[src/rtl/branch_resolve_queue.sv]
// rtl/branch_resolve_queue.sv - in-flight branch metadata FIFO driving BTB updates and mispredict redirects
module branch_resolve_queue #(
  parameter int DEPTH       = 4,
  parameter int N           = 4,
  parameter int INDEX_WIDTH = 2,
  parameter int BIA_WIDTH   = 60,
  parameter int ADDR_WIDTH  = 64
) (
  input  logic                    i_clk,
  input  logic                    i_arst,
  input  logic                    i_flush,
  input  logic                    i_push,
  input  logic [ADDR_WIDTH-1:0]   i_push_pc,
  input  logic                    i_push_hit,
  input  logic [$clog2(N)-1:0]    i_push_way,
  input  logic [ADDR_WIDTH-1:0]   i_push_target,
  output logic                    o_full,
  output logic                    o_empty,
  input  logic                    i_resolve,
  input  logic                    i_resolve_taken,
  input  logic [ADDR_WIDTH-1:0]   i_resolve_target,
  output logic                    o_branch_taken,
  output logic [$clog2(N)-1:0]    o_way_write,
  output logic [BIA_WIDTH-1:0]    o_bia_write,
  output logic [INDEX_WIDTH-1:0]  o_index_write,
  output logic [ADDR_WIDTH-1:0]   o_target_addr,
  output logic                    o_mispredict,
  output logic [ADDR_WIDTH-1:0]   o_redirect_pc,
  output logic                    o_resolve_err
);

  localparam int WAY_W = $clog2(N);
  localparam int PTR_W = $clog2(DEPTH);
  localparam int CNT_W = $clog2(DEPTH + 1);

  logic [ADDR_WIDTH-1:0] pc_mem  [DEPTH];
  logic                  hit_mem [DEPTH];
  logic [WAY_W-1:0]      way_mem [DEPTH];
  logic [ADDR_WIDTH-1:0] tgt_mem [DEPTH];

  logic [PTR_W-1:0] rd_ptr;
  logic [PTR_W-1:0] wr_ptr;
  logic [CNT_W-1:0] count;

  logic [ADDR_WIDTH-1:0] head_pc;
  logic                  head_hit;
  logic [WAY_W-1:0]      head_way;
  logic [ADDR_WIDTH-1:0] head_tgt;

  logic                  pop;
  logic                  mispredict;
  logic                  push_ok;
  logic                  resolve_err;
  logic [ADDR_WIDTH-1:0] redirect;

  assign o_full  = (count == CNT_W'(DEPTH));
  assign o_empty = (count == '0);

  assign head_pc  = pc_mem[rd_ptr];
  assign head_hit = hit_mem[rd_ptr];
  assign head_way = way_mem[rd_ptr];
  assign head_tgt = tgt_mem[rd_ptr];

  always_comb begin
    pop         = i_resolve & ~o_empty & ~i_flush;
    resolve_err = i_resolve & o_empty & ~i_flush;
    mispredict  = 1'b0;
    redirect    = '0;
    if (pop) begin
      if (i_resolve_taken && (!head_hit || head_tgt != i_resolve_target)) begin
        mispredict = 1'b1;
        redirect   = i_resolve_target;
      end else if (!i_resolve_taken && head_hit) begin
        mispredict = 1'b1;
        redirect   = head_pc + ADDR_WIDTH'(4);
      end
    end
    // A push in the same cycle as a mispredict is on the wrong path
    push_ok = i_push & ~o_full & ~i_flush & ~mispredict;
  end

  always_ff @(posedge i_clk) begin
    if (push_ok && !i_arst) begin
      pc_mem[wr_ptr]  <= i_push_pc;
      hit_mem[wr_ptr] <= i_push_hit;
      way_mem[wr_ptr] <= i_push_way;
      tgt_mem[wr_ptr] <= i_push_target;
    end
  end

  always_ff @(posedge i_clk) begin
    if (i_arst) begin
      rd_ptr <= '0;
      wr_ptr <= '0;
      count  <= '0;
    end else if (i_flush || mispredict) begin
      rd_ptr <= '0;
      wr_ptr <= '0;
      count  <= '0;
    end else begin
      if (push_ok) wr_ptr <= wr_ptr + PTR_W'(1);
      if (pop)     rd_ptr <= rd_ptr + PTR_W'(1);
      case ({push_ok, pop})
        2'b10:   count <= count + CNT_W'(1);
        2'b01:   count <= count - CNT_W'(1);
        default: count <= count;
      endcase
    end
  end

  always_ff @(posedge i_clk) begin
    if (i_arst) begin
      o_branch_taken <= 1'b0;
      o_way_write    <= '0;
      o_bia_write    <= '0;
      o_index_write  <= '0;
      o_target_addr  <= '0;
      o_mispredict   <= 1'b0;
      o_redirect_pc  <= '0;
      o_resolve_err  <= 1'b0;
    end else begin
      o_branch_taken <= pop & i_resolve_taken;
      o_way_write    <= pop ? head_way : '0;
      o_bia_write    <= pop ? head_pc[ADDR_WIDTH-1:INDEX_WIDTH+2] : '0;
      o_index_write  <= pop ? head_pc[INDEX_WIDTH+1:2] : '0;
      o_target_addr  <= pop ? i_resolve_target : '0;
      o_mispredict   <= mispredict;
      o_redirect_pc  <= redirect;
      o_resolve_err  <= resolve_err;
    end
  end

endmodule

[config.mk]
export PLATFORM = sky130hd
export DESIGN_NAME = branch_resolve_queue
export DESIGN_NICKNAME = d
export VERILOG_FILES = /design/src/rtl/branch_resolve_queue.sv
export SDC_FILE = /design/constraint.sdc
export NUM_CORES = 1
export LEC_CHECK = 0
export ABC_AREA = 1
export CORE_UTILIZATION = 50
export DETAILED_ROUTE_END_ITERATION = 10
export PLACE_DENSITY_LB_ADDON = 0.2
export SLEW_MARGIN = 20
export SYNTH_ARGS = -nofsm -noshare
export SYNTH_HDL_FRONTEND = slang
export SYNTH_SLANG_ARGS = --single-unit
[constraint.sdc]
create_clock -name i_clk -period 14.1 [get_ports i_clk]
set_input_delay 4.23 -clock i_clk [delete_from_list [all_inputs] [get_ports i_clk]]
set_output_delay 4.23 -clock i_clk [all_outputs]
set_load 0.02 [all_outputs]
Yosys cells after proc, flatten, opt, wreduce, memory -nomap -nowiden
Memories as Yosys holds them, arrays and structs flattened. A register that Yosys moved wholly into a read port is not among the register bits.
Cells that the tools add are included.
- reductions and logical operators: 12
- $add $sub $neg: 5
- mux-type cells: 14
- equal/unequal tests: 4
- bitwise logic cells: 13
- operators with widths (operator ; count):
    $mux W64 ; 2
    $add A64 B3 Y64 const B ; 1
    $ne A64 B64 Y1 ; 1
    $mux W2 ; 6
    $and A1 B1 Y1 ; 8
    $pmux W3 S2 ; 1
    $mux W1 ; 5
    $not A1 Y1 ; 5
    $add A2 B1 Y2 const B ; 2
    $reduce_or A2 Y1 ; 2
    $add A3 B1 Y3 const B ; 1
    $eq A3 B3 Y1 const B ; 1
    $logic_and A1 B1 Y1 ; 3
    $logic_not A1 Y1 ; 3
    $logic_not A3 Y1 ; 1
    $sub A3 B1 Y3 const B ; 1
    $eq A2 B1 Y1 const B ; 1
    $eq A2 B2 Y1 const B ; 1
    $logic_or A1 B1 Y1 ; 2
    $reduce_bool A2 Y1 ; 1
- memories: 4
- word-level logic and storage cells: 62
- register bits: 200
- bits in writable memories: 524
- memories (name ; depth ; bits a word ; read ports ; clocked after memory_dff ; wr ports ; line ; text):
    pc_mem ; 4 ; 64 ; 1 ; 1 ; 1 ; 36 ; logic [ADDR_WIDTH-1:0] pc_mem [DEPTH];
    tgt_mem ; 4 ; 64 ; 1 ; 1 ; 1 ; 39 ; logic [ADDR_WIDTH-1:0] tgt_mem [DEPTH];
    way_mem ; 4 ; 2 ; 1 ; 1 ; 1 ; 38 ; logic [WAY_W-1:0] way_mem [DEPTH];
    hit_mem ; 4 ; 1 ; 1 ; 1 ; 1 ; 37 ; logic hit_mem [DEPTH];

Longest topological paths before layout
Gate-level depths: netlist (run 1).
- depth after elaboration: 10
- depth in mapped cells: 23
- mapped depth without buffers: 20

Worst setup path before layout (run 1)
No wires, ideal clock.
- path kind: input-to-reg
- start point: in i_resolve_target[23]
- end point: mem hit_mem[0], enable pin
- slack: 3.420 ns
- setup time: 0.598 ns
- arrival time: 10.082 ns
- required time: 13.502 ns
- buffers on the path: 0
- cell stages on the path: 12
- cell sequence: inv_1 nand3_1 nand2_1 nor2_1 nand2_1 nor2_1 nand2_1 nor2_1 nand4_1 nand3_2 nand2_2 nor3_2
- cells in the longest elaborated chain, start to end: 10
- ends and longest elaborated chain (element ; line ; text):
    from (decl) ; 21 ; input logic [ADDR_WIDTH-1:0] i_resolve_target,
    $ne A64 B64 Y1 ; 70 ; if (i_resolve_taken && (!head_hit || head_tgt != i_resolve_target)) begin
    $logic_or A1 B1 Y1 ; 70 ;
    $logic_and A1 B1 Y1 ; 70 ;
    $mux W1 ; 70 ;
    $mux W1 ; 69 ; if (pop) begin
    $not A1 Y1 ; 79 ; push_ok = i_push & ~o_full & ~i_flush & ~mispredict;
    $and A1 B1 Y1 ; 79 ;
    $logic_and A1 B1 Y1 ; 83 ; if (push_ok && !i_arst) begin
    $mux W1 ; 83 ;
    $mux W1 (not written as such) ; 85 ; hit_mem[wr_ptr] <= i_push_hit;
    to (decl) ; 37 ;
Every way passes these cells.

Worst setup path after layout (run 1)
- start point: in i_resolve_target[30]
- end point: mem tgt_mem[3][24], enable pin
- cells in the longest elaborated chain, start to end: 10
- ends and longest elaborated chain (element ; line ; text):
    $ne A64 B64 Y1 ; 70 ;
    $logic_or A1 B1 Y1 ; 70 ;
    $logic_and A1 B1 Y1 ; 70 ;
    $mux W1 ; 70 ;
    $mux W1 ; 69 ;
    $not A1 Y1 ; 79 ;
    $and A1 B1 Y1 ; 79 ;
    $logic_and A1 B1 Y1 ; 83 ;
    $mux W1 ; 83 ;
    $mux W1 (not written as such) ; 87 ; tgt_mem[wr_ptr] <= i_push_target;
    to (decl) ; 39 ;
Every way passes these cells.

==> impl_results.md, run 1 <==
- Result of the run: finished clean
- Crit path required time: ~14 ns
- Number of hold buffers added after CTS: 0
- Number of antenna violations at the first check in global routing: 8
- Count of flip-flops with a built-in enable after synthesis: between 500 and 600
- Detailed Route Iter0 Violations: ~2.4k
- Pin count of the biggest net entering global routing: ~130
- Post_cts resized: 0
- Min-Delay Path Class: register to register
- Number of unique standard cell types used by synthesis: 41
- CTS tree: yes
- CTS root buffer: sky130_fd_sc_hd__clkbuf_16
- Post-route core utilization: a little over 60%
- Setup slack after layout: 6.33 ns
- Final weighted congestion in routability-driven placement: about 0.94
- Routed wire per std cell: ~24 um
- Final layout net count: about 3.5k
- Final total negative setup slack: 0 ns
- Drt first pass iters: 5
- Transition time at the pin with the least slew margin: ~1.0 ns
- Critical path class: input pin to register
- Placeable core region: between 50,000 and 60,000 sq um
- Number of H-tree branching levels: 3
- Area enclosed by the die boundary: 60,500 sq um
- Period utilisation layout: about 55%
- Setup repair after global routing missed its margin: false
- Top Ports: about 400
- Fraction of layout cells with a size suffix above 1: around 7.6%
- Total wirelength of the detailed-routed design: between 90,000 and 100,000 um
- Global-route wire length before repair: between 100,000 and 150,000 um
- Global-route usage over all layers: roughly a third
- Via count of the first global-routing pass: 21.4k
- Remaining global-route overflow: 0
- Pwr per Cell Area: 122 nW/um^2
- Post-route ant nets: 0
- Total DRC errors in the routed layout: 0
- Proportion of synthesized flip-flops having asynchronous set or reset: 0%
- Total number of vias: 22.9k
- Total standard cell area after synthesis: 29,700 sq um
- Number of failing hold endpoints at the final stage: 0
- Max cap viols: 0
- Initial Util: 50.5%
- Max rail drop VDD: between 0.0001 and 0.00015 V
- Total chip power: 4.46 mW
- Gate count after technology mapping: 2,914
- Clock latency reported for the late side of the worst-skew pair: 0.63 ns
- Worst EP arrival: ~8.0 ns
- Syn_area_per_cell: ~10 sq um
- Startpoint class of the critical path: input pin
- Post-synth top flop: sky130_fd_sc_hd__edfxtp_1
- Die extent in y: between 200 and 250 um
- Final Critical Period: around 7.8 ns
- Clock transition at the registers of the reported paths: approximately 0.06 ns
- Count of buffers added by post-CTS timing repair for setup: 0
- Longest Clk Path Bufs: 3
- Count of state elements after synthesis: about 730
- Highest clock rate: around 0.13 GHz
- Worst setup slack after placement: between 5 and 6 ns
- Number of setup violations in the final report: 0
- Die Span X: around 250 um
- Signed area change from the synthesized netlist to the final layout: 22.8%
- TritonCTS sink count: between 700 and 800
- Post-DR vias/cell: between 5 and 6
- Worst relative slew slack: between 30% and 40%
- Clock Skews: 0.0276 ns
- Leakage dissipation: approximately 14 nW
- Type of element capturing the critical path: register
- Number of buffers added on ports: around 400
- Half-perimeter wire length of the detailed placement result: ~70,000 um
- Synthesized net count: 3,122
- Largest fanout of any net on the critical path: 116
- Number of max-slew violations in the final report: 0
- CTS buffer count: 75
- Number of cell rows: 89
- Sequential cell area fraction in the yosys report: ~67%
- Syn. warnings: 0
synthesized netlist by cell type (5+ instances only):
cell type,count,area (sq um)
sky130_fd_sc_hd__nor3_1,24,120
sky130_fd_sc_hd__clkbuf_1,15,56.3
sky130_fd_sc_hd__nor2_4,6,67.6
sky130_fd_sc_hd__nor4_2,5,62.6
sky130_fd_sc_hd__buf_6,30,338
sky130_fd_sc_hd__xor2_1,12,105
sky130_fd_sc_hd__nand2_2,22,138
sky130_fd_sc_hd__a21oi_1,26,130
sky130_fd_sc_hd__nand2_1,973,3650
sky130_fd_sc_hd__a32oi_1,5,43.8
sky130_fd_sc_hd__o31ai_1,13,97.6
sky130_fd_sc_hd__ha_1,6,75.1
sky130_fd_sc_hd__o21ai_1,34,170
sky130_fd_sc_hd__buf_1,7,26.3
sky130_fd_sc_hd__inv_2,24,90.1
sky130_fd_sc_hd__nor3_2,9,90.1
sky130_fd_sc_hd__buf_4,24,180
sky130_fd_sc_hd__or2_0,6,37.5
sky130_fd_sc_hd__nand3_2,13,130
sky130_fd_sc_hd__nand3_1,353,1770
sky130_fd_sc_hd__dfxtp_1,204,4080
sky130_fd_sc_hd__nand4_1,31,194
sky130_fd_sc_hd__inv_1,128,480
sky130_fd_sc_hd__buf_2,36,180
sky130_fd_sc_hd__nor2_1,299,1120
sky130_fd_sc_hd__edfxtp_1,524,15700
sky130_fd_sc_hd__nor2_2,35,219
sky130_fd_sc_hd__o21ai_0,26,130
stage by stage:
step	instance area (sq um)	instances	hold slack (ns)
2_1_floorplan	29700	2914	0.490
3_3_place_gp	34100	3990	0.499
3_5_place_dp	34100	3990	0.520
4_1_cts	36500	4128	0.529
5_1_grt	36500	4131	0.565
6_report	36500	4132	0.533
cell type report:
type                    instances  area (sq um)
multi-input cells            1919          8550
flip-flops and latches        728         19800
diodes                          4          10.0
clock inverters                33           265
fillers                      4724         22400
clock buffers                 105          2140
inverters                     153           589
well taps                     773           967
repair buffers                417          4160
routing by layer:
layer / wire length (um) / global-route usage (%) / vias up
met5: 12 / 0 / -
met4: 3540 / 12.0 / 2
met3: 8420 / 5.51 / 167
met2: 45600 / 50.6 / 1170
met1: 40500 / 44.5 / 11000
li1: - / - / 10500
cell families (layout without fill, tap and decap cells):
family | after synthesis | in the layout | synth area share [%]
simple gates | 1786 | 1786 | 25.8
flops | 728 | 728 | 66.6
buf+inv | 267 | 708 | 4.68
compound gates | 110 | 110 | 2.11
xor+xnor | 16 | 16 | 0.471
fa+ha+maj | 7 | 7 | 0.320
other cells | 0 | 4 | 0
state kept, by name (all words and copies together), names as in the netlist, 3 cells and up, named ones only:
name	cells
pc_mem	256
tgt_mem	256
o_redirect_pc	64
o_target_addr	64
o_bia_write	60
way_mem	8
hit_mem	4
count	3
critical path: stages:
cell                              delay (ns)
sky130_fd_sc_hd__clkdlybuf4s50_1        0.50
sky130_fd_sc_hd__inv_1                  0.06
sky130_fd_sc_hd__nand3_1                0.08
sky130_fd_sc_hd__nand2_1                0.13
sky130_fd_sc_hd__nor2_1                 0.15
sky130_fd_sc_hd__nand2_1                0.06
sky130_fd_sc_hd__nor2_1                 0.47
sky130_fd_sc_hd__nand2_1                0.12
sky130_fd_sc_hd__nor2_1                 0.13
sky130_fd_sc_hd__nand4_1                0.22
sky130_fd_sc_hd__nand3_2                0.19
sky130_fd_sc_hd__nand2_2                0.18
sky130_fd_sc_hd__nor3_4                 0.70
sky130_fd_sc_hd__buf_12                 0.63
power breakdown:
part           internal (mW)  switching, mW  leakage (nW)
clock                   1.11          0.824          1.20
sequential              2.31        0.00584          6.38
combinational         0.0842          0.130          6.27
layout by cell type, fill, tap and decap left out, types with 6 or more instances in the layout:
master                            Yosys  routed
sky130_fd_sc_hd__ha_1                 6       6
sky130_fd_sc_hd__nor3_1              24      24
sky130_fd_sc_hd__inv_1              128     127
sky130_fd_sc_hd__nand2_2             22      22
sky130_fd_sc_hd__clkinv_2             0      14
sky130_fd_sc_hd__a21oi_1             26      26
sky130_fd_sc_hd__clkbuf_8             0       9
sky130_fd_sc_hd__or2_0                6       6
sky130_fd_sc_hd__buf_4               24      17
sky130_fd_sc_hd__nand3_1            353     353
sky130_fd_sc_hd__edfxtp_1           524     524
sky130_fd_sc_hd__nor2_4               6       6
sky130_fd_sc_hd__inv_2               24      23
sky130_fd_sc_hd__dfxtp_1            204     202
sky130_fd_sc_hd__clkbuf_16            0      78
sky130_fd_sc_hd__nand3_2             13      13
sky130_fd_sc_hd__o31ai_1             13      13
sky130_fd_sc_hd__clkbuf_1            15      17
sky130_fd_sc_hd__o21ai_0             26      26
sky130_fd_sc_hd__xor2_1              12      12
sky130_fd_sc_hd__clkinv_1             0       6
sky130_fd_sc_hd__clkdlybuf4s50_1      0     397
sky130_fd_sc_hd__nand4_1             31      31
sky130_fd_sc_hd__o21ai_1             34      34
sky130_fd_sc_hd__nor2_1             299     299
sky130_fd_sc_hd__nor2_2              35      35
sky130_fd_sc_hd__nand2_1            973     973
final timing paths:
check                                from  cells after the start  slack, ns                         to
hold reg to reg   way_mem[3][0]$_DFFE_PP_                      2       0.53  o_way_write[0]$_SDFF_PP0_
hold / removal    way_mem[3][0]$_DFFE_PP_                      2       0.53  o_way_write[0]$_SDFF_PP0_
setup / recovery     i_resolve_target[30]                     14       6.33   tgt_mem[3][24]$_DFFE_PP_
setup reg to reg                 register                     17       7.64   tgt_mem[3][24]$_DFFE_PP_
Note: power is estimated with default switching activity, not from simulation.
==> inputs of run 2 (changes only) <==
==> constraint.sdc (replaced) <==
create_clock -name i_clk -period 7.8 [get_ports i_clk]
set_input_delay 2.34 -clock i_clk [delete_from_list [all_inputs] [get_ports i_clk]]
set_output_delay 2.34 -clock i_clk [all_outputs]
set_load 0.02 [all_outputs]
==> run 2 against run 1 <==
  * First-iteration DRC count is 14% higher
  * Sequential power is 81% higher
  * Clock power is 80% higher
  * Sequential cell count stayed put
  * Cell count hardly changed
  * Global-route usage is 0.22 points lower
  * Non-clock buffer count is 3 higher
  * Worst setup slack worse by 4.1 ns
  * Routed wire length is 1.2% lower
  * Count of clock-buffer cells in the layout is 4 higher
  * Utilization is 0.085 points higher
  * Critical path type unchanged
  * Critical endpoint is now tgt_mem[1][24]$_DFFE_PP_
  * Largest cell class unchanged
==> impl_results.md, run 2 (synthesis gave the netlist of run 1 again) <==
- Switching component of the power: approximately 1.7 mW
- Global-route wire length before repair: 139,000 um
- Worst EP arrival: 5.87 ns
- Worst path max stage delay: between 0.8 and 0.9 ns
- Cell with the largest stage delay on the worst path: sky130_fd_sc_hd__nor3_4
- Number of cell rows: 89
- Sequential power share: 52.0%
- Sum of buffers and inverters on the critical path: 3
- Final weighted congestion in routability-driven placement: between 0.9 and 1
- Setup repair after global routing missed its margin: false
- Min-Delay Path Class: register to register
- Half-perimeter wire length of the detailed placement result: roughly 68,000 um
- Number of H-tree branching levels: 3
- Placeable core region: 58,900 sq um
- Remaining global-route overflow: 0
- Leakage dissipation: between 10 and 15 nW
- Max cap viols: 0
- Post-DR vias/cell: 5.54
- Total DRC errors in the routed layout: 0
- Area occupied by registers: between 15,000 and 20,000 sq um
- Final layout net count: between 3k and 4k
- Leading cell type in the layout, fill and taps excluded: sky130_fd_sc_hd__nand2_1
- CTS buffer count: 75
- Part of the total power dissipated in the clock network: between 40% and 50%
- Result of the run: finished clean
- Critical path class: input pin to register
- Clock transition at the registers of the reported paths: around 0.06 ns
- Crit path required time: about 8.1 ns
- Gate power share: under 10%
- Total number of vias: around 23k
- Initial Util: slightly above 50%
- Routed wire per std cell: ~23 um
- Transition time at the pin with the least slew margin: between 1 and 1.5 ns
- Pwr per Cell Area: 220 nW/um^2
- Total wirelength of the detailed-routed design: slightly below 100,000 um
- Number of hold buffers added after CTS: 0
- Die extent in y: 246 um
- Worst relative slew slack: approximately 29%
- Number of setup violations in the final report: 0
- Switching portion of total power: a little over a fifth
- Kind of cell adding the most delay to the critical path: simple AND/OR/NAND/NOR gates
- Count of buffers added by post-CTS timing repair for setup: 0
- Longest Clk Path Bufs: 3
- Pin count of the biggest net entering global routing: ~170
- Max rail drop VDD: approximately 0.00018 V
- Highest clock rate: roughly 0.18 GHz
- Post-route ant nets: 0
- Global-route usage over all layers: 31.9%
- Number of max-slew violations in the final report: 0
- Detailed Route Iter0 Violations: approximately 2.7k
- Clock latency reported for the late side of the worst-skew pair: slightly above 0.6 ns
- Post-placement cell count: around 4k
- CTS tree: yes
- Number of failing hold endpoints at the final stage: 0
- Fraction of layout cells with a size suffix above 1: 7.57%
- Count of fill cells added during filler insertion: approximately 4.7k
- Number of antenna violations at the first check in global routing: 16
- Area enclosed by the die boundary: 60,500 sq um
- Post_cts resized: 0
- Die Span X: ~250 um
- Cell-internal power: roughly 6.4 mW
- Area used by multi-input combinational logic: between 8000 and 9000 sq um
- Top Ports: around 400
- Commonest cells after routing, fill and taps aside: sky130_fd_sc_hd__nand2_1 (973), sky130_fd_sc_hd__edfxtp_1 (524), sky130_fd_sc_hd__clkdlybuf4s50_1 (397), sky130_fd_sc_hd__nand3_1 (353), sky130_fd_sc_hd__nor2_1 (299)
- Signed area change from the synthesized netlist to the final layout: 23.0%
- TritonCTS sink count: about 730
- Worst-path cell chain: clkdlybuf4s50_1 -> inv_1 -> nand3_1 -> nand2_1 -> nor2_1 -> nand2_1 -> nor2_1 -> nand2_1 -> nor2_1 -> nand4_1 -> nand3_2 -> nand2_2 -> nor3_4 -> buf_12
- Final Critical Period: 5.60 ns
- Clock Skews: 0.0214 ns
- Type of element capturing the critical path: register
- Final cell count without fillers: approximately 4.1k
- Largest regs: pc_mem x256, tgt_mem x256
- Final total negative setup slack: 0 ns
- Drt first pass iters: 6
- CTS root buffer: sky130_fd_sc_hd__clkbuf_16
- Largest fanout of any net on the critical path: between 50 and 60
- Startpoint class of the critical path: input pin
- Via count of the first global-routing pass: 21.3k
- Number of buffers added on ports: between 300 and 400
- Period utilisation layout: a little under three quarters
-- run 2: changes by cell type in the layout (fill, tap and decap cells not counted), moves of 3 or more --
cell                       before  now
sky130_fd_sc_hd__clkbuf_8       9   12
sky130_fd_sc_hd__clkinv_2      14   11
sky130_fd_sc_hd__buf_12         3    6
sky130_fd_sc_hd__inv_6          5    2
sky130_fd_sc_hd__diode_2        4    7
-- run 2: per-layer routing --
layer  up-vias  global-route usage, %  wire [um]
met5         -                      0         63
met4        10                   12.6       3550
met3       170                   5.93       9200
met2      1218                   50.4      44700
met1     11000                   43.5      39300
li1      10500                      -          -
-- run 2: layout make-up --
| cell class | instances | share of cell area [%] |
|---|---|---|
| tap | 773 | 2.64 |
| timing repair buffer | 420 | 11.5 |
| sequential | 728 | 54.2 |
| antenna | 7 | 0.0479 |
| inverter | 153 | 1.61 |
| clock buffer | 109 | 6.00 |
| clock inverter | 26 | 0.544 |
| multi-input combinational | 1919 | 23.4 |
-- run 2: power groups by stage --
stage | registers [mW] | clock network, mW | logic (mW)
3_3_place_gp | 4.27 | 0 | 0.375
6_report | 4.19 | 3.48 | 0.388
2_1_floorplan | 4.28 | 0 | 0.149
4_1_cts | 4.19 | 3.52 | 0.383
3_5_place_dp | 4.27 | 0 | 0.381
5_1_grt | 4.19 | 3.67 | 0.414
-- run 2: path summary, 6_finish.rpt --
check / slack, ns / depth (start not counted) / start / end
max: 2.20 / 14 / i_resolve_target[23] / tgt_mem[1][24]$_DFFE_PP_
min reg2reg: 0.55 / 2 / way_mem[3][0]$_DFFE_PP_ / o_way_write[0]$_SDFF_PP0_
max reg2reg: 2.48 / 17 / register / tgt_mem[1][24]$_DFFE_PP_
min: 0.55 / 2 / way_mem[3][0]$_DFFE_PP_ / o_way_write[0]$_SDFF_PP0_
-- run 2: worst min-delay path, cell delays in order, from the launching register on --
cell and delay, ns:
sky130_fd_sc_hd__edfxtp_1 0.32, sky130_fd_sc_hd__o21ai_0 0.07, sky130_fd_sc_hd__a21oi_1 0.12
-- run 2: stage by stage --
stage          area, sq um  setup WS, ns  power (mW)  hold WS [ns]  utilization, %
4_1_cts              36600          2.32        8.09         0.546            62.0
6_report             36600          2.20        8.06         0.549            62.1
3_3_place_gp         34200          1.70        4.64         0.500            58.0
5_1_grt              36600          2.10        8.27         0.566            62.1
3_5_place_dp         34200          1.68        4.65         0.538            58.0
2_1_floorplan        29700        -0.990        4.43         0.490               -
